==> src/rtl/ram_access_arbiter.sv <==
// ---------------------------------------------------------------------------
// RamAccessArbiter (module ram_access_arbiter)
//
// Purpose:
//   Merges two clients onto the single port of the 128-bit, byte-enabled,
//   unaligned-address data RAM. Client 0 is the CPU load/store unit (read and
//   write). Client 1 is the HDMI frame reader (read only). Reads in flight are
//   tracked in a short shift pipe so that each read response is registered and
//   returned to the client that issued it.
//
// Build option:
//   VIDEO_PRIORITY_EN - when defined, the video client wins every conflict
//                       (fixed priority), and the CPU may starve. When
//                       undefined, conflicts are resolved round robin.
//
// Parameters:
//   READ_LATENCY  cycles from a RAM address edge to valid ram_data_out (1..4)
//   ADDR_W        byte-address width
//   DATA_W        data width; byte-enable width is DATA_W/8
//
// Ports:
//   clock, reset              rising-edge clock, synchronous active-high reset
//   cpu_req_*                 CPU request (valid/ready, write, address, data,
//                             byte enables)
//   cpu_resp_valid/_data      CPU read response (one-cycle pulse, data held)
//   vid_req_*                 video read request (valid/ready, address)
//   vid_resp_valid/_data      video read response (one-cycle pulse, data held)
//   ram_address, ram_data_in,
//   ram_byte_enablers,
//   ram_write_enable          RAM request side, driven by the granted client
//   ram_data_out              RAM read data
// ---------------------------------------------------------------------------
module ram_access_arbiter #(
  parameter int READ_LATENCY = 1,
  parameter int ADDR_W       = 20,
  parameter int DATA_W       = 128
) (
  input  logic                clock,
  input  logic                reset,

  input  logic                cpu_req_valid,
  output logic                cpu_req_ready,
  input  logic                cpu_req_write,
  input  logic [ADDR_W-1:0]   cpu_req_address,
  input  logic [DATA_W-1:0]   cpu_req_data,
  input  logic [DATA_W/8-1:0] cpu_req_byte_enablers,
  output logic                cpu_resp_valid,
  output logic [DATA_W-1:0]   cpu_resp_data,

  input  logic                vid_req_valid,
  output logic                vid_req_ready,
  input  logic [ADDR_W-1:0]   vid_req_address,
  output logic                vid_resp_valid,
  output logic [DATA_W-1:0]   vid_resp_data,

  output logic [ADDR_W-1:0]   ram_address,
  output logic [DATA_W-1:0]   ram_data_in,
  output logic [DATA_W/8-1:0] ram_byte_enablers,
  output logic                ram_write_enable,
  input  logic [DATA_W-1:0]   ram_data_out
);

  localparam int BE_W = DATA_W / 8;

  // Grant decision for the current cycle
  logic w_grantCpu;
  logic w_grantVid;
  logic w_acceptRead;

  // Combinational RAM drive, and the copy held while nobody is granted
  logic [ADDR_W-1:0] w_ramAddress;
  logic [DATA_W-1:0] w_ramDataIn;
  logic [BE_W-1:0]   w_ramByteEnablers;
  logic              w_ramWriteEnable;
  logic [ADDR_W-1:0] r_ramAddress;
  logic [DATA_W-1:0] r_ramDataIn;
  logic [BE_W-1:0]   r_ramByteEnablers;

  // Read tracking pipe; client bit is 1 for video, 0 for CPU
  logic [READ_LATENCY-1:0] r_pipeValid;
  logic [READ_LATENCY-1:0] r_pipeClient;
  logic                    w_tailValid;
  logic                    w_tailClient;

  // Registered responses
  logic              r_cpuRespValid;
  logic [DATA_W-1:0] r_cpuRespData;
  logic              r_vidRespValid;
  logic [DATA_W-1:0] r_vidRespData;

`ifdef VIDEO_PRIORITY_EN
  // Fixed priority: the HDMI line deadline beats the CPU every time.
  always_comb begin
    w_grantCpu = 1'b0;
    w_grantVid = 1'b0;
    if (!reset) begin
      w_grantVid = vid_req_valid;
      w_grantCpu = cpu_req_valid && !vid_req_valid;
    end
  end
`else
  // Remembers who was granted last so that a conflict goes to the other one.
  // Resetting to "video" makes the CPU win the very first conflict.
  logic r_lastGrantVid;

  always_ff @(posedge clock) begin
    if (reset) begin
      r_lastGrantVid <= 1'b1;
    end else if (w_grantCpu) begin
      r_lastGrantVid <= 1'b0;
    end else if (w_grantVid) begin
      r_lastGrantVid <= 1'b1;
    end
  end

  // Round robin: a lone requester always wins; on a conflict the client that
  // was not granted last wins. Nothing is granted while reset is held.
  always_comb begin
    w_grantCpu = 1'b0;
    w_grantVid = 1'b0;
    if (!reset) begin
      if (cpu_req_valid && vid_req_valid) begin
        w_grantCpu = r_lastGrantVid;
        w_grantVid = !r_lastGrantVid;
      end else begin
        w_grantCpu = cpu_req_valid;
        w_grantVid = vid_req_valid;
      end
    end
  end
`endif

  assign cpu_req_ready = w_grantCpu;
  assign vid_req_ready = w_grantVid;
  assign w_acceptRead  = (w_grantCpu && !cpu_req_write) || w_grantVid;

  // RAM drive: the granted client's fields pass straight through. The video
  // client can never write, so its enables are forced low. With no grant the
  // last driven fields are replayed from the holding registers.
  always_comb begin
    w_ramAddress      = r_ramAddress;
    w_ramDataIn       = r_ramDataIn;
    w_ramByteEnablers = r_ramByteEnablers;
    w_ramWriteEnable  = 1'b0;
    if (reset) begin
      w_ramAddress      = '0;
      w_ramDataIn       = '0;
      w_ramByteEnablers = '0;
    end else if (w_grantCpu) begin
      w_ramAddress      = cpu_req_address;
      w_ramDataIn       = cpu_req_data;
      w_ramByteEnablers = cpu_req_byte_enablers;
      w_ramWriteEnable  = cpu_req_write;
    end else if (w_grantVid) begin
      w_ramAddress      = vid_req_address;
      w_ramDataIn       = '0;
      w_ramByteEnablers = '0;
    end
  end

  // Holding registers capture whatever was driven on a granted cycle.
  always_ff @(posedge clock) begin
    if (reset) begin
      r_ramAddress      <= '0;
      r_ramDataIn       <= '0;
      r_ramByteEnablers <= '0;
    end else if (w_grantCpu || w_grantVid) begin
      r_ramAddress      <= w_ramAddress;
      r_ramDataIn       <= w_ramDataIn;
      r_ramByteEnablers <= w_ramByteEnablers;
    end
  end

  assign ram_address       = w_ramAddress;
  assign ram_data_in       = w_ramDataIn;
  assign ram_byte_enablers = w_ramByteEnablers;
  assign ram_write_enable  = w_ramWriteEnable;

  // Read tracking: one entry enters every cycle (valid only for an accepted
  // read) and walks down the pipe in step with the RAM's read latency, so the
  // tail entry lines up exactly with the matching ram_data_out.
  always_ff @(posedge clock) begin
    if (reset) begin
      r_pipeValid  <= '0;
      r_pipeClient <= '0;
    end else begin
      r_pipeValid[0]  <= w_acceptRead;
      r_pipeClient[0] <= w_grantVid;
      for (int i = 1; i < READ_LATENCY; i++) begin
        r_pipeValid[i]  <= r_pipeValid[i-1];
        r_pipeClient[i] <= r_pipeClient[i-1];
      end
    end
  end

  assign w_tailValid  = r_pipeValid[READ_LATENCY-1];
  assign w_tailClient = r_pipeClient[READ_LATENCY-1];

  // Response capture: the owner's data register loads ram_data_out and its
  // valid pulses alongside for exactly one cycle. Data stays put until that
  // client's next response.
  always_ff @(posedge clock) begin
    if (reset) begin
      r_cpuRespValid <= 1'b0;
      r_cpuRespData  <= '0;
      r_vidRespValid <= 1'b0;
      r_vidRespData  <= '0;
    end else begin
      r_cpuRespValid <= w_tailValid && !w_tailClient;
      r_vidRespValid <= w_tailValid && w_tailClient;
      if (w_tailValid && !w_tailClient) begin
        r_cpuRespData <= ram_data_out;
      end
      if (w_tailValid && w_tailClient) begin
        r_vidRespData <= ram_data_out;
      end
    end
  end

  // A response already registered when reset arrives belongs to a request
  // from before reset, so it is masked rather than delivered.
  assign cpu_resp_valid = r_cpuRespValid && !reset;
  assign vid_resp_valid = r_vidRespValid && !reset;
  assign cpu_resp_data  = r_cpuRespData;
  assign vid_resp_data  = r_vidRespData;

endmodule

==> config.mk <==
export PLATFORM = sky130hd
export DESIGN_NAME = ram_access_arbiter
export DESIGN_NICKNAME = d
export VERILOG_FILES = /design/src/rtl/ram_access_arbiter.sv
export SDC_FILE = /design/constraint.sdc
export NUM_CORES = 1
export LEC_CHECK = 0
export BUFFER_PORTS_ARGS = -buffer_cell sky130_fd_sc_hd__buf_2
export CORE_AREA = 2 2 287 289
export DETAILED_ROUTE_END_ITERATION = 10
export DIE_AREA = 0 0 289 291
export GPL_TIMING_DRIVEN = 0
export SYNTH_ARGS = -nofsm -noshare
export SYNTH_HDL_FRONTEND = slang
export SYNTH_SLANG_ARGS = --single-unit
==> constraint.sdc <==
create_clock -name clock -period 1.6 [get_ports clock]
set_input_delay 0.16 -clock clock [delete_from_list [all_inputs] [get_ports clock]]
set_output_delay 0.16 -clock clock [all_outputs]
set_load 0.05 [all_outputs]
* After elaboration in Yosys (flattened, before gate mapping)
Index checks and enable logic that the tools add are counted.
** Storage, ports and cells
- Register bits :: 425
- Input bits :: 317
- Output and inout bits :: 425
- Logic and storage cells :: 40
** Cells by class
- Multiplexer cells :: 17
- Reduce and logical (&&, ||, !) cells :: 13
** Operators with widths (number)
- $mux 128 :: 3
- $mux 20 :: 3
- $mux 16 :: 3
- $mux 1 :: 8
- $logic_and 1x1->1 :: 6
- $logic_not 1->1 :: 4
- $logic_or 1x1->1 :: 2
- $reduce_bool 2->1 :: 1

* Longest topological paths before layout
Gate-level depths: netlist of run 1.
- Word-level depth :: 6
- Depth in mapped cells :: 8
- Mapped depth without buffers :: 4

* Worst setup path before layout of run 1
No wires, ideal clock.
- Path kind :: register to output
- Start :: register r_lastGrantVid
- End :: output port ram_data_in[117]
- Arrival time :: 1.839 ns
- Data required time :: 1.440 ns
- Path slack :: -0.399 ns
- Stages on the path, launching flop included :: 8
- Buffers on the path :: 3
- Cell sequence :: dfxtp_1 > nor2b_1 > or3_1 > buf_2 > inv_2 > buf_4 > buf_2 > a22o_1
** On the way
- Elaborated cells between the ends (all ways) :: 8
- Those cells by class :: 7 x mux; 1 x reduce/logical
** RTL lines
- from (decl) :: RTL line 104 : logic r_lastGrantVid;
- from (signal assigned) :: RTL line 108 : r_lastGrantVid <= 1'b1;
- from (signal assigned) :: RTL line 110 : r_lastGrantVid <= 1'b0;
- from (signal assigned) :: RTL line 112 : r_lastGrantVid <= 1'b1;
- $mux 1 :: RTL line 122 : if (cpu_req_valid && vid_req_valid) begin
- $mux 1 :: RTL line 121 : if (!reset) begin
- via cpu_req_ready :: RTL line 42 : output logic cpu_req_ready,
- $mux 128 :: RTL line 149 : end else if (w_grantCpu) begin
- $mux 128 :: RTL line 145 : if (reset) begin
- to (decl) :: RTL line 57 : output logic [DATA_W-1:0] ram_data_in,
The timed path passes the listed nets, and every way through them passes these cells.

* Worst setup path after layout of run 1
- Start :: register r_lastGrantVid
- End :: output port ram_data_in[65]
** On the way
- Word-level cells in the longest chain between the ends :: 6
- Elaborated cells between the ends (all ways) :: 8
- Those cells by class :: 7 x mux; 1 x reduce/logical
** RTL lines
- $logic_not 1->1 :: RTL line 124 : w_grantVid = !r_lastGrantVid;
- $mux 1 :: RTL line 122
- $mux 1 :: RTL line 121
- $mux 128 :: RTL line 154 : end else if (w_grantVid) begin
- $mux 128 (*) :: RTL line 149
- $mux 128 (*) :: RTL line 145
Mark *: on every way between the ends. The rest lies on a longest branch, timed or not.

==> metrics.md, run 1 <==
| Metric | Value |
|---|---|
| Status | complete, but fails checks |
| Failing checks | negative hold slack, negative setup slack |
| CTS sink cnt | 425 |
| Commonest non-fill, non-tap cell in the layout | buf_2 |
| Static Leak | 12.9 nW |
| Final Critical Period | 2.46 ns |
| Area grow syn2layout | 89.1% |
| Peak supply drop | 640 uV |
| 1st-pass router iterations | 5 |
| Fin. Hold Viols | 20 |
| Commonest non-fill, non-tap cells in the layout | buf_2 (581), nand2_1 (514), dfxtp_1 (424) |
| Die height | 291 um |
| Clock tree root buffer cell | clkbuf_16 |
| Detail Placement HPWL | 60.4 mm |
| Largest net degree at the start of global routing | 14 |
| Number of antenna violations at the first check in global routing | 23 |
| Starting Density | 19.3% |
| Initial drt markers | 826 |
| Crit path max fanout | 10 |
| Drt drc | 0 |
| Congestion Overflow GR | 0 |
| Wire per inst | 21.4 um |
| CTS tree | yes |
| Gr usage total | 18.7% |
| Via density | 4.59 |
| Clock slew at reported path FFs | 0.07 ns |
| GP Congestion | 0.845 |
| Gate Count Post-Synth | 1772 |
| Yosys cell types | 22 |
| H-tree levels | 2 |
| Maxcap violations | 0 |
| Die footprint | 84100 um^2 |
| Final ANT Viol Nets | 0 |
| Routed wire length | 85.9 mm |
| Slew headroom | 43.8% |
| Maximum clock frequency | 407 MHz |
| Via count | 18380 |
| Setup slack after layout | -0.856 ns |
| Sequential share of the synthesized area | 54.2% |
| Min-Delay Path Class | input pin to flip-flop |
| Maximum root-to-sink buffer count | 3 |
| Setup CP Type | flip-flop to primary output |
| Critical Path AT | 2.30 ns |
| Synth warn | 0 |
| Final Slew Violations | 0 |
| Worst Max-Slew Pin Slew | 0.843 ns |
| Flops & latches, synth | 425 |
| Die span in x | 289 um |
| Hold WS | -0.0835 ns |
| CTS buffer count | 48 |
| Synth Cell Area | 15700 um^2 |
| Syn Area/Cell | 8.86 um^2 |
| Layout Nets | 3208 |
| Total Power | 29.9 mW |
| Post-Syn Nets | 2089 |
| Final Skew | 0.0383 ns |
| Share of cells above drive strength 1 | 38.9% |
| Power per cell area | 1010 nW/um^2 |
| Unrepaired setup endpoints after global routing | true |
| Final period util | 154% |
| Critical Path RT | 1.44 ns |
| Crit. End Element | primary output |
| # rows | 105 |
| Final Setup Violations | 232 |
| Vias in the first global route | 18286 |
| First-pass GRT wire length | 118 mm |
| Worst skew pair latency | 0.61 ns |
| PortBufs | 741 |
| Number of I/O pins | 742 |
| Startpoint types | flip-flop |
| Setup TNS | -132.46 ns |
| Core ar. | 81200 um^2 |
-- per-stage QoR --
| stage | cell area [um^2] | utilization, % | cells | setup WS (ns) | hold slack (ns) |
|---|---|---|---|---|---|
| 3_5_place_dp | 21600 | 26.6 | 3583 | -1.77 | 0.398 |
| 4_1_cts | 28600 | 35.2 | 3988 | -0.968 | -0.140 |
| 6_report | 29700 | 36.6 | 4008 | -0.856 | -0.0835 |
| 3_3_place_gp | 21600 | 26.6 | 3583 | -1.68 | 0.390 |
| 2_1_floorplan | 16500 | - | 1772 | -0.104 | 0.274 |
| 5_1_grt | 29700 | 36.6 | 4004 | -0.914 | -0.0777 |
-- repair_timing --
action                                 4_1_cts  5_1_grt
pin swaps                                   38       86
setup endpoints to repair                  574      581
setup buffers                               22        3
endpoints found under the hold margin      422       19
hold buffers                               287        3
gates cloned                                 9       12
resized for setup                          553      322
-- cells by family after synthesis --
group,Yosys count,synth area share (%)
and+or+nand+nor,551,13.5
AOI/OAI and AO/OA,626,27.5
buffers and inverters,170,4.79
DFF,425,54.2
-- report_power, final --
group	internal (mW)	total (mW)	switching, mW	leakage, nW
combinational	2.63	6.48	3.85	8.59
sequential	11.1	11.3	0.288	3.47
clock	7.27	12.0	4.78	0.848
-- critical path, stage by stage (launching register included) --
cell and delay (ns):
dfxtp_4 0.38, nor2b_4 0.05, or3_4 0.37, inv_8 0.09
buf_12 0.13, buf_12 0.16, buf_12 0.15, a22o_2 0.18
buf_6 0.16
-- synthesized netlist by cell type (all sizes together) --
cell	count	area [um^2]
nand2b	2	12.5
nor3	1	10.0
inv	3	11.3
a22o	288	2520
a31oi	40	250
o22ai	1	6.26
buf	40	264
nor2	5	18.8
nand3	20	100
o21ai	21	105
dfxtp	425	8510
and2	3	18.8
a21oi	256	1280
clkbuf	127	477
o31ai	20	150
or3	1	6.26
nor2b	5	31.3
nand2	514	1930
-- final timing paths --
check / start / end / slack (ns) / depth (start not counted)
setup reg to reg: r_lastGrantVid$_SDFFE_PP1P_ / r_ramDataIn[107]$_SDFFE_PP0P_ / -0.14 / 9
setup / recovery: r_lastGrantVid$_SDFFE_PP1P_ / ram_data_in[65] / -0.86 / 8
hold / removal: cpu_req_address[11] / r_ramAddress[11]$_SDFFE_PP0P_ / -0.08 / 3
hold reg to reg: vid_resp_data[38]$_SDFFE_PP0P_ / vid_resp_data[38]$_SDFFE_PP0P_ / 0.45 / 2
-- flip-flops by register name, indices dropped and copies added (netlist names) --
signal and cells:
cpu_resp_data 128, r_pipeClient 1, r_ramDataIn 128, r_ramAddress 20, r_ramByteEnablers 16, r_pipeValid 1
r_vidRespValid 1, r_cpuRespValid 1, r_lastGrantVid 1, vid_resp_data 128
-- routing by layer --
metal	vias up	share of wire (%)	global-route usage [%]
met5	-	0.093	0
met4	12	5.4	8.37
met3	234	7.8	5.09
met2	872	49	32.8
met1	8739	38	20.9
li1	8523	-	-
-- cell type report --
cell class / instances / area (um^2)
antenna: 9 / 22.5
buffer: 164 / 1160
clock buffer: 72 / 1450
clock inverter: 16 / 267
fill: 7935 / 51500
inverter: 3 / 18.8
multi-input combinational: 1177 / 7860
sequential: 425 / 8510
tap: 1070 / 1340
timing repair buffer: 1072 / 9060
(Power assumes the default switching activity.)
==> run 2, diff against run 1 <==
--- a/config.mk
+++ b/config.mk
@@ -10,6 +10,7 @@
 export DETAILED_ROUTE_END_ITERATION = 10
 export DIE_AREA = 0 0 289 291
 export GPL_TIMING_DRIVEN = 0
+export PLACE_DENSITY = 0.44
 export SYNTH_ARGS = -nofsm -noshare
 export SYNTH_HDL_FRONTEND = slang
 export SYNTH_SLANG_ARGS = --single-unit
==> run 2 against run 1 <==
Against the previous run: the run still ends with negative hold slack, negative setup slack left; worst hold slack improved by 0.031 ns; design area is 0.76% higher; non-clock buffer count grew 20; critical path depth rose by 2; register-to-register slack worse by 0.14 ns; maximum frequency hardly changed; routed wire length decreased by 4.7%; clock power decreased by 4%; largest cell class unchanged; highest routed layer unchanged.
==> metrics.md, run 2 (synthesis gave the netlist of run 1 again) <==
| Metric | Value |
|---|---|
| Peak supply drop | 672 uV (was 640 uV) |
| Worst reg2reg startpoint | r_lastGrantVid$_SDFFE_PP1P_ (unchanged) |
| Final Setup Violations | 285 (was 232) |
| Gr usage total | 18.4% (was 18.7%) |
| Unrepaired setup endpoints after global routing | true (unchanged) |
| Status | complete, but fails checks (unchanged) |
| Fillers | 8195 (was 7935) |
| CTS sink cnt | 425 (unchanged) |
| Crit. End Element | primary output (unchanged) |
| 1st-pass router iterations | 4 (was 5) |
| Core ar. | 81200 um^2 (unchanged) |
| CP startpoint | r_lastGrantVid$_SDFFE_PP1P_ (unchanged) |
| Congestion Overflow GR | 0 (unchanged) |
| Maximum root-to-sink buffer count | 3 (unchanged) |
| Initial drt markers | 619 (was 826) |
| Startpoint types | flip-flop (unchanged) |
| Via density | 4.40 (was 4.59) |
| Drt drc | 0 (unchanged) |
| Maxcap violations | 0 (unchanged) |
| Die span in x | 289 um (unchanged) |
| Hold WS | -0.0528 ns (was -0.0835 ns) |
| Detail Placement HPWL | 59.6 mm (was 60.4 mm) |
| Setup slack after layout | -0.857 ns (was -0.856 ns) |
| Vias in the first global route | 18468 (was 18286) |
| Via count | 17698 (was 18380) |
| Wire per inst | 20.4 um (was 21.4 um) |
| Crit path max fanout | 6 (was 10) |
| Setup CP Type | flip-flop to primary output (unchanged) |
| CTS buffer count | 50 (was 48) |
| # rows | 105 (unchanged) |
| Die footprint | 84100 um^2 (unchanged) |
| Clock slew at reported path FFs | 0.06 ns (was 0.07 ns) |
| Number of I/O pins | 742 (unchanged) |
| Critical Path AT | 2.30 ns (about the same) |
| CP Capture Point | ram_data_in[58] (was ram_data_in[65]) |
| H-tree levels | 2 (unchanged) |
| Layout Nets | 3230 (was 3208) |
| Share of cells above drive strength 1 | 39.1% (was 38.9%) |
| Final Slew Violations | 0 (unchanged) |
| Design area | 29900 um^2 (was 29700 um^2) |
| Slew headroom | 36.9% (was 43.8%) |
| PortBufs | 741 (unchanged) |
| Min-Delay Path Class | input pin to flip-flop (unchanged) |
| Maximum clock frequency | 407 MHz (about the same) |
| Static Leak | 13.1 nW (was 12.9 nW) |
| Commonest non-fill, non-tap cells in the layout | buf_2 (580), nand2_1 (514), dfxtp_1 (424) (was buf_2 (581), nand2_1 (514), dfxtp_1 (424)) |
| Critical Path RT | 1.44 ns (about the same) |
| Starting Density | 19.3% (unchanged) |
| Clock tree root buffer cell | clkbuf_16 (unchanged) |
| Capturing point of the worst reg2reg path | r_ramDataIn[20]$_SDFFE_PP0P_ (was r_ramDataIn[107]$_SDFFE_PP0P_) |
| Fin. Hold Viols | 17 (was 20) |
| Largest net degree at the start of global routing | 13 (was 14) |
| Area grow syn2layout | 90.5% (was 89.1%) |
| Number of antenna violations at the first check in global routing | 11 (was 23) |
| Final period util | 154% (about the same) |
| Reg2Reg Setup Slack | -0.28 ns (was -0.14 ns) |
| GP Congestion | 0.817 (was 0.845) |
| Path depth of the worst reg2reg path | 10 (was 9) |
| Commonest non-fill, non-tap cell in the layout | buf_2 (unchanged) |
| Min-Delay Path Depth | 3 (unchanged) |
| Post-placement cell area | 21600 um^2 (unchanged) |
| Final ANT Viol Nets | 0 (unchanged) |
| Worst skew pair latency | 0.58 ns (was 0.61 ns) |
| Die height | 291 um (unchanged) |
| Failing checks | negative hold slack, negative setup slack (unchanged) |
| CTS tree | yes (unchanged) |
| Routed wire length | 81.9 mm (was 85.9 mm) |
| Power per cell area | 980 nW/um^2 (was 1010 nW/um^2) |
| Final Skew | 0.0109 ns (was 0.0383 ns) |
| Worst Max-Slew Pin Slew | 0.946 ns (was 0.843 ns) |
| First-pass GRT wire length | 117 mm (was 118 mm) |
| Final Critical Period | 2.46 ns (about the same) |
[run 2: critical path, cell delays in order (launching register included)]
cell	delay (ns)
dfxtp_2	0.36
nor2b_2	0.05
or3_1	0.31
buf_6	0.15
clkinv_8	0.05
buf_12	0.14
buf_16	0.16
buf_12	0.12
buf_12	0.11
a22o_4	0.13
buf_8	0.14
[run 2: area by class of cell]
| class | instances | area (um^2) | area share [%] |
|---|---|---|---|
| well taps | 1070 | 1340 | 4.47 |
| flip-flops and latches | 425 | 8510 | 28.4 |
| plain buffers | 161 | 1140 | 3.80 |
| clock inverters | 9 | 103 | 0.343 |
| diodes | 2 | 5.00 | 0.0167 |
| clock buffers | 80 | 1520 | 5.06 |
| inverters | 3 | 23.8 | 0.0795 |
| repair buffers | 1095 | 9280 | 31.0 |
| multi-input cells | 1177 | 8010 | 26.8 |
[run 2: where the power goes]
group	leakage, nW	total [mW]	internal, mW	switching [mW]
clock	0.797	11.5	6.76	4.71
sequential	3.47	11.3	11.1	0.274
combinational	8.81	6.51	2.69	3.82
total	13.1	29.3	20.5	8.81
[run 2: how the worst min path moves through the flow]
stage	from	end	slack [ns]
after floorplan	cpu_req_write	r_pipeValid$_SDFF_PP0_	0.27
after global placement	cpu_req_data[62]	r_ramDataIn[62]$_SDFFE_PP0P_	0.39
after detailed placement	cpu_req_byte_enablers[12]	r_ramByteEnablers[12]$_SDFFE_PP0P_	0.40
after CTS	vid_req_address[18]	r_ramAddress[18]$_SDFFE_PP0P_	-0.09
after global routing	cpu_req_address[12]	r_ramAddress[12]$_SDFFE_PP0P_	-0.06
final	cpu_req_address[12]	r_ramAddress[12]$_SDFFE_PP0P_	-0.05
[run 2: routing by layer]
| metal | GRT usage, % | wire length, um |
|---|---|---|
| met1 | 20.6 | 31900 |
| met4 | 6.50 | 3020 |
| met3 | 6.15 | 6870 |
| met2 | 32.4 | 40000 |
| met5 | 0 | 112 |
[run 2: through the flow]
stage	total power [mW]	setup WS (ns)	setup TNS (ns)	cells	utilization, %
2_1_floorplan	14.6	-0.104	-12.28	1772	-
3_3_place_gp	16.3	-1.74	-598.35	3583	26.6
3_5_place_dp	16.3	-1.68	-604.49	3583	26.6
4_1_cts	29.4	-0.934	-292.69	4006	36.1
5_1_grt	30.4	-0.930	-169.82	4021	36.9
6_report	29.3	-0.857	-149.36	4022	36.9
[run 2: what timing repair did]
action / CTS / global route
hold buffers: 289 / 5
buffers inserted: 29 / 13
endpoints found under the setup margin: 520 / 580
resized for setup: 620 / 278
gates cloned: 16 / 9
pin swaps: 90 / 37
hold endpoints to repair: 422 / 16
==> run 3, diff against run 2 <==
==> config.mk (replaced) <==
export PLATFORM = sky130hd
export DESIGN_NAME = ram_access_arbiter
export DESIGN_NICKNAME = d
export VERILOG_FILES = /design/src/rtl/ram_access_arbiter.sv
export SDC_FILE = /design/constraint.sdc
export NUM_CORES = 1
export LEC_CHECK = 0
export CORE_AREA = 2 2 286 288
export DETAILED_ROUTE_END_ITERATION = 10
export DIE_AREA = 0 0 288 290
export DONT_BUFFER_PORTS = 1
export GPL_TIMING_DRIVEN = 0
export PLACE_DENSITY = 0.36
export SYNTH_ARGS = -nofsm -noshare
export SYNTH_HDL_FRONTEND = slang
export SYNTH_SLANG_ARGS = --single-unit
==> run 3 against run 2 <==
Against the previous run: the run ends with negative setup slack left; clock skew increased by 0.024 ns; design area is 18% lower; largest cell class is now flip-flops and latches; die area fell by 0.69%; core utilization shrank 6.2 points; maximum frequency up 4.7%; clock-buffer cell count grew 1; register-to-register slack gained 0.32 ns; critical endpoint is now ram_data_in[45].
==> metrics.md, run 3 (synthesis gave the netlist of run 1 again) <==
| Metric | Value |
|---|---|
| Min-Delay Path Class | input pin to flip-flop (unchanged) |
| # rows | 104 (was 105) |
| Routed wire length | 78.0 mm (was 81.9 mm) |
| Commonest non-fill, non-tap cell in the layout | nand2_1 (was buf_2) |
| Failing checks | negative setup slack (was negative hold slack, negative setup slack) |
| Crit. End Element | primary output (unchanged) |
| Setup slack after layout | -0.746 ns (was -0.857 ns) |
| Setup TNS | -116.83 ns (was -149.36 ns) |
| CP most frequent cell | buf_12 (unchanged) |
| Post-placement cell area | 17900 um^2 (was 21600 um^2) |
| Path depth of the worst reg2reg path | 7 (was 10) |
| Final Critical Period | 2.35 ns (was 2.46 ns) |
| Peak supply drop | 662 uV (was 672 uV) |
| Capturing point of the worst reg2reg path | r_ramDataIn[43]$_SDFFE_PP0P_ (was r_ramDataIn[20]$_SDFFE_PP0P_) |
| Fillers | 8384 (was 8195) |
| Detail Placement HPWL | 56.5 mm (was 59.6 mm) |
| Status | complete, but fails checks (unchanged) |
| Via count | 15057 (was 17698) |
| Final period util | 147% (was 154%) |
| Congestion Overflow GR | 0 (unchanged) |
| Critical Path AT | 2.19 ns (was 2.30 ns) |
| CP cell instances | nor2b_2 > or3_4 > inv_4 > buf_12 > buf_16 > buf_12 > a22o_4 (was nor2b_2 > or3_1 > buf_6 > clkinv_8 > buf_12 > buf_16 > buf_12 > buf_12 > a22o_4 > buf_8) |
| Critical Path RT | 1.44 ns (about the same) |
| Final ANT Viol Nets | 0 (unchanged) |
| Worst Max-Slew Pin Slew | 0.969 ns (was 0.946 ns) |
| 1st-pass router iterations | 5 (was 4) |
| Setup CP Type | flip-flop to primary output (unchanged) |
| Design area | 24500 um^2 (was 29900 um^2) |
| Number of I/O pins | 742 (unchanged) |
| Final Setup Violations | 167 (was 285) |
| Maxcap violations | 0 (unchanged) |
| Hold worst-path end | r_ramDataIn[123]$_SDFFE_PP0P_ (was r_ramAddress[12]$_SDFFE_PP0P_) |
| Initial drt markers | 688 (was 619) |
| Unrepaired setup endpoints after global routing | true (unchanged) |
| Number of antenna violations at the first check in global routing | 11 (unchanged) |
| Commonest non-fill, non-tap cells in the layout | nand2_1 (514), dfxtp_1 (424), dlygate4sd3_1 (314) (was buf_2 (580), nand2_1 (514), dfxtp_1 (424)) |
| Vias in the first global route | 15836 (was 18468) |
| Maximum root-to-sink buffer count | 3 (unchanged) |
| Core ar. | 80200 um^2 (was 81200 um^2) |
| Fin. Hold Viols | 0 (was 17) |
| Total Power | 29.1 mW (was 29.3 mW) |
| Worst reg2reg startpoint | r_lastGrantVid$_SDFFE_PP1P_ (unchanged) |
| Largest net degree at the start of global routing | 20 (was 13) |
| Maximum clock frequency | 426 MHz (was 407 MHz) |
| Die height | 290 um (was 291 um) |
| Gr usage total | 17.6% (was 18.4%) |
| Clock tree root buffer cell | clkbuf_16 (unchanged) |
| First-pass GRT wire length | 110 mm (was 117 mm) |
| Die span in x | 288 um (was 289 um) |
| Final Slew Violations | 0 (unchanged) |
| Slowest CP cell | or3_4 (was dfxtp_2) |
| Reg2Reg Setup Slack | 0.04 ns (was -0.28 ns) |
| Via density | 4.60 (was 4.40) |
| Clock slew at reported path FFs | 0.05 ns (was 0.06 ns) |
| Power per cell area | 1190 nW/um^2 (was 980 nW/um^2) |
| Worst skew pair latency | 0.60 ns (was 0.58 ns) |
| H-tree levels | 2 (unchanged) |
| Starting Density | 19.6% (was 19.3%) |
| GP Congestion | 0.827 (was 0.817) |
| CTS sink cnt | 425 (unchanged) |
| Min-Delay Path Depth | 3 (unchanged) |
| Crit path max-delay family | buffers and inverters (unchanged) |
| Static Leak | 9.20 nW (was 13.1 nW) |
| Area grow syn2layout | 56.3% (was 90.5%) |
| Multi-input logic area | 8120 um^2 (was 8010 um^2) |
| Die footprint | 83500 um^2 (was 84100 um^2) |
| Seq. cell area | 8510 um^2 (unchanged) |
| Final Skew | 0.0350 ns (was 0.0109 ns) |
| Post-Place Worst Slack | -1.40 ns (was -1.68 ns) |
| Critical hold path startpoint | cpu_req_valid (was cpu_req_address[12]) |
| Wire per inst | 23.9 um (was 20.4 um) |
| Crit path max fanout | 7 (was 6) |
| PortBufs | 0 (was 741) |
| CTS buffer count | 52 (was 50) |
| Startpoint types | flip-flop (unchanged) |
| Layout Nets | 2476 (was 3230) |
| Slew headroom | 35.4% (was 36.9%) |
| Drt drc | 0 (unchanged) |
| Share of cells above drive strength 1 | 18.7% (was 39.1%) |
| CP Buf/Inv Count | 4 (was 7) |
| Crit-path max cell delay | 0.40 ns (was 0.36 ns) |
| CTS tree | yes (unchanged) |
-- run 3: layer usage --
layer / track usage, % / up-vias / routed length [um]
met3: 6.78 / 147 / 7570
li1: - / 7079 / -
met4: 7.48 / 6 / 3510
met5: 0 / - / 40
met2: 30.8 / 629 / 38100
met1: 18.9 / 7196 / 28900
-- run 3: worst reg2reg max path, cell delays in order (launching register included) --
cell	delay (ns)
dfxtp_2	0.33
nor2b_2	0.05
or3_4	0.40
inv_4	0.10
buf_12	0.13
buf_4	0.18
buf_6	0.16
a22o_1	0.15
-- run 3: worst max-delay path by stage --
| stage | startpoint | endpoint | cells after the start |
|---|---|---|---|
| after global routing | r_lastGrantVid$_SDFFE_PP1P_ | ram_data_in[45] | 7 |
| after global placement | vid_req_valid | ram_data_in[66] | 4 |
| after CTS | r_lastGrantVid$_SDFFE_PP1P_ | ram_data_in[45] | 8 |
| after detailed placement | vid_req_valid | ram_data_in[66] | 4 |
| after floorplan | r_lastGrantVid$_SDFFE_PP1P_ | ram_byte_enablers[10] | 8 |
| final | r_lastGrantVid$_SDFFE_PP1P_ | ram_data_in[45] | 7 |
-- run 3: repair_timing --
action | 4_1_cts | 5_1_grt
hold buffers | 314 | 0
hold endpoints to repair | 422 | 0
endpoints found under the setup margin | 513 | 482
pin swaps | 113 | 20
buffers inserted | 12 | 1
gates cloned | 4 | 5
resized for setup | 246 | 126
-- run 3: area by class of cell --
| type | count | area share, % |
|---|---|---|
| clock inverter | 16 | 0.917 |
| sequential | 425 | 34.7 |
| antenna | 8 | 0.0815 |
| inverter | 3 | 0.0561 |
| timing repair buffer | 336 | 14.2 |
| tap | 1060 | 5.40 |
| buffer | 164 | 4.91 |
| multi-input combinational | 1177 | 33.1 |
| clock buffer | 81 | 6.69 |
-- run 3: power by group --
group          internal (mW)  switching [mW]  total [mW]
clock                   7.84            4.87        12.7
sequential              11.1            1.21        12.3
combinational           1.65            2.49        4.13
total                   20.5            8.56        29.1
-- run 3: metrics by stage --
stage	util, %	hold WS (ns)	instances
floorplan	-	0.274	1772
global placement	22.3	0.294	2832
detailed placement	22.3	0.297	2832
CTS	30.3	0.0401	3257
global route	30.6	0.0818	3264
finish	30.6	0.0724	3270
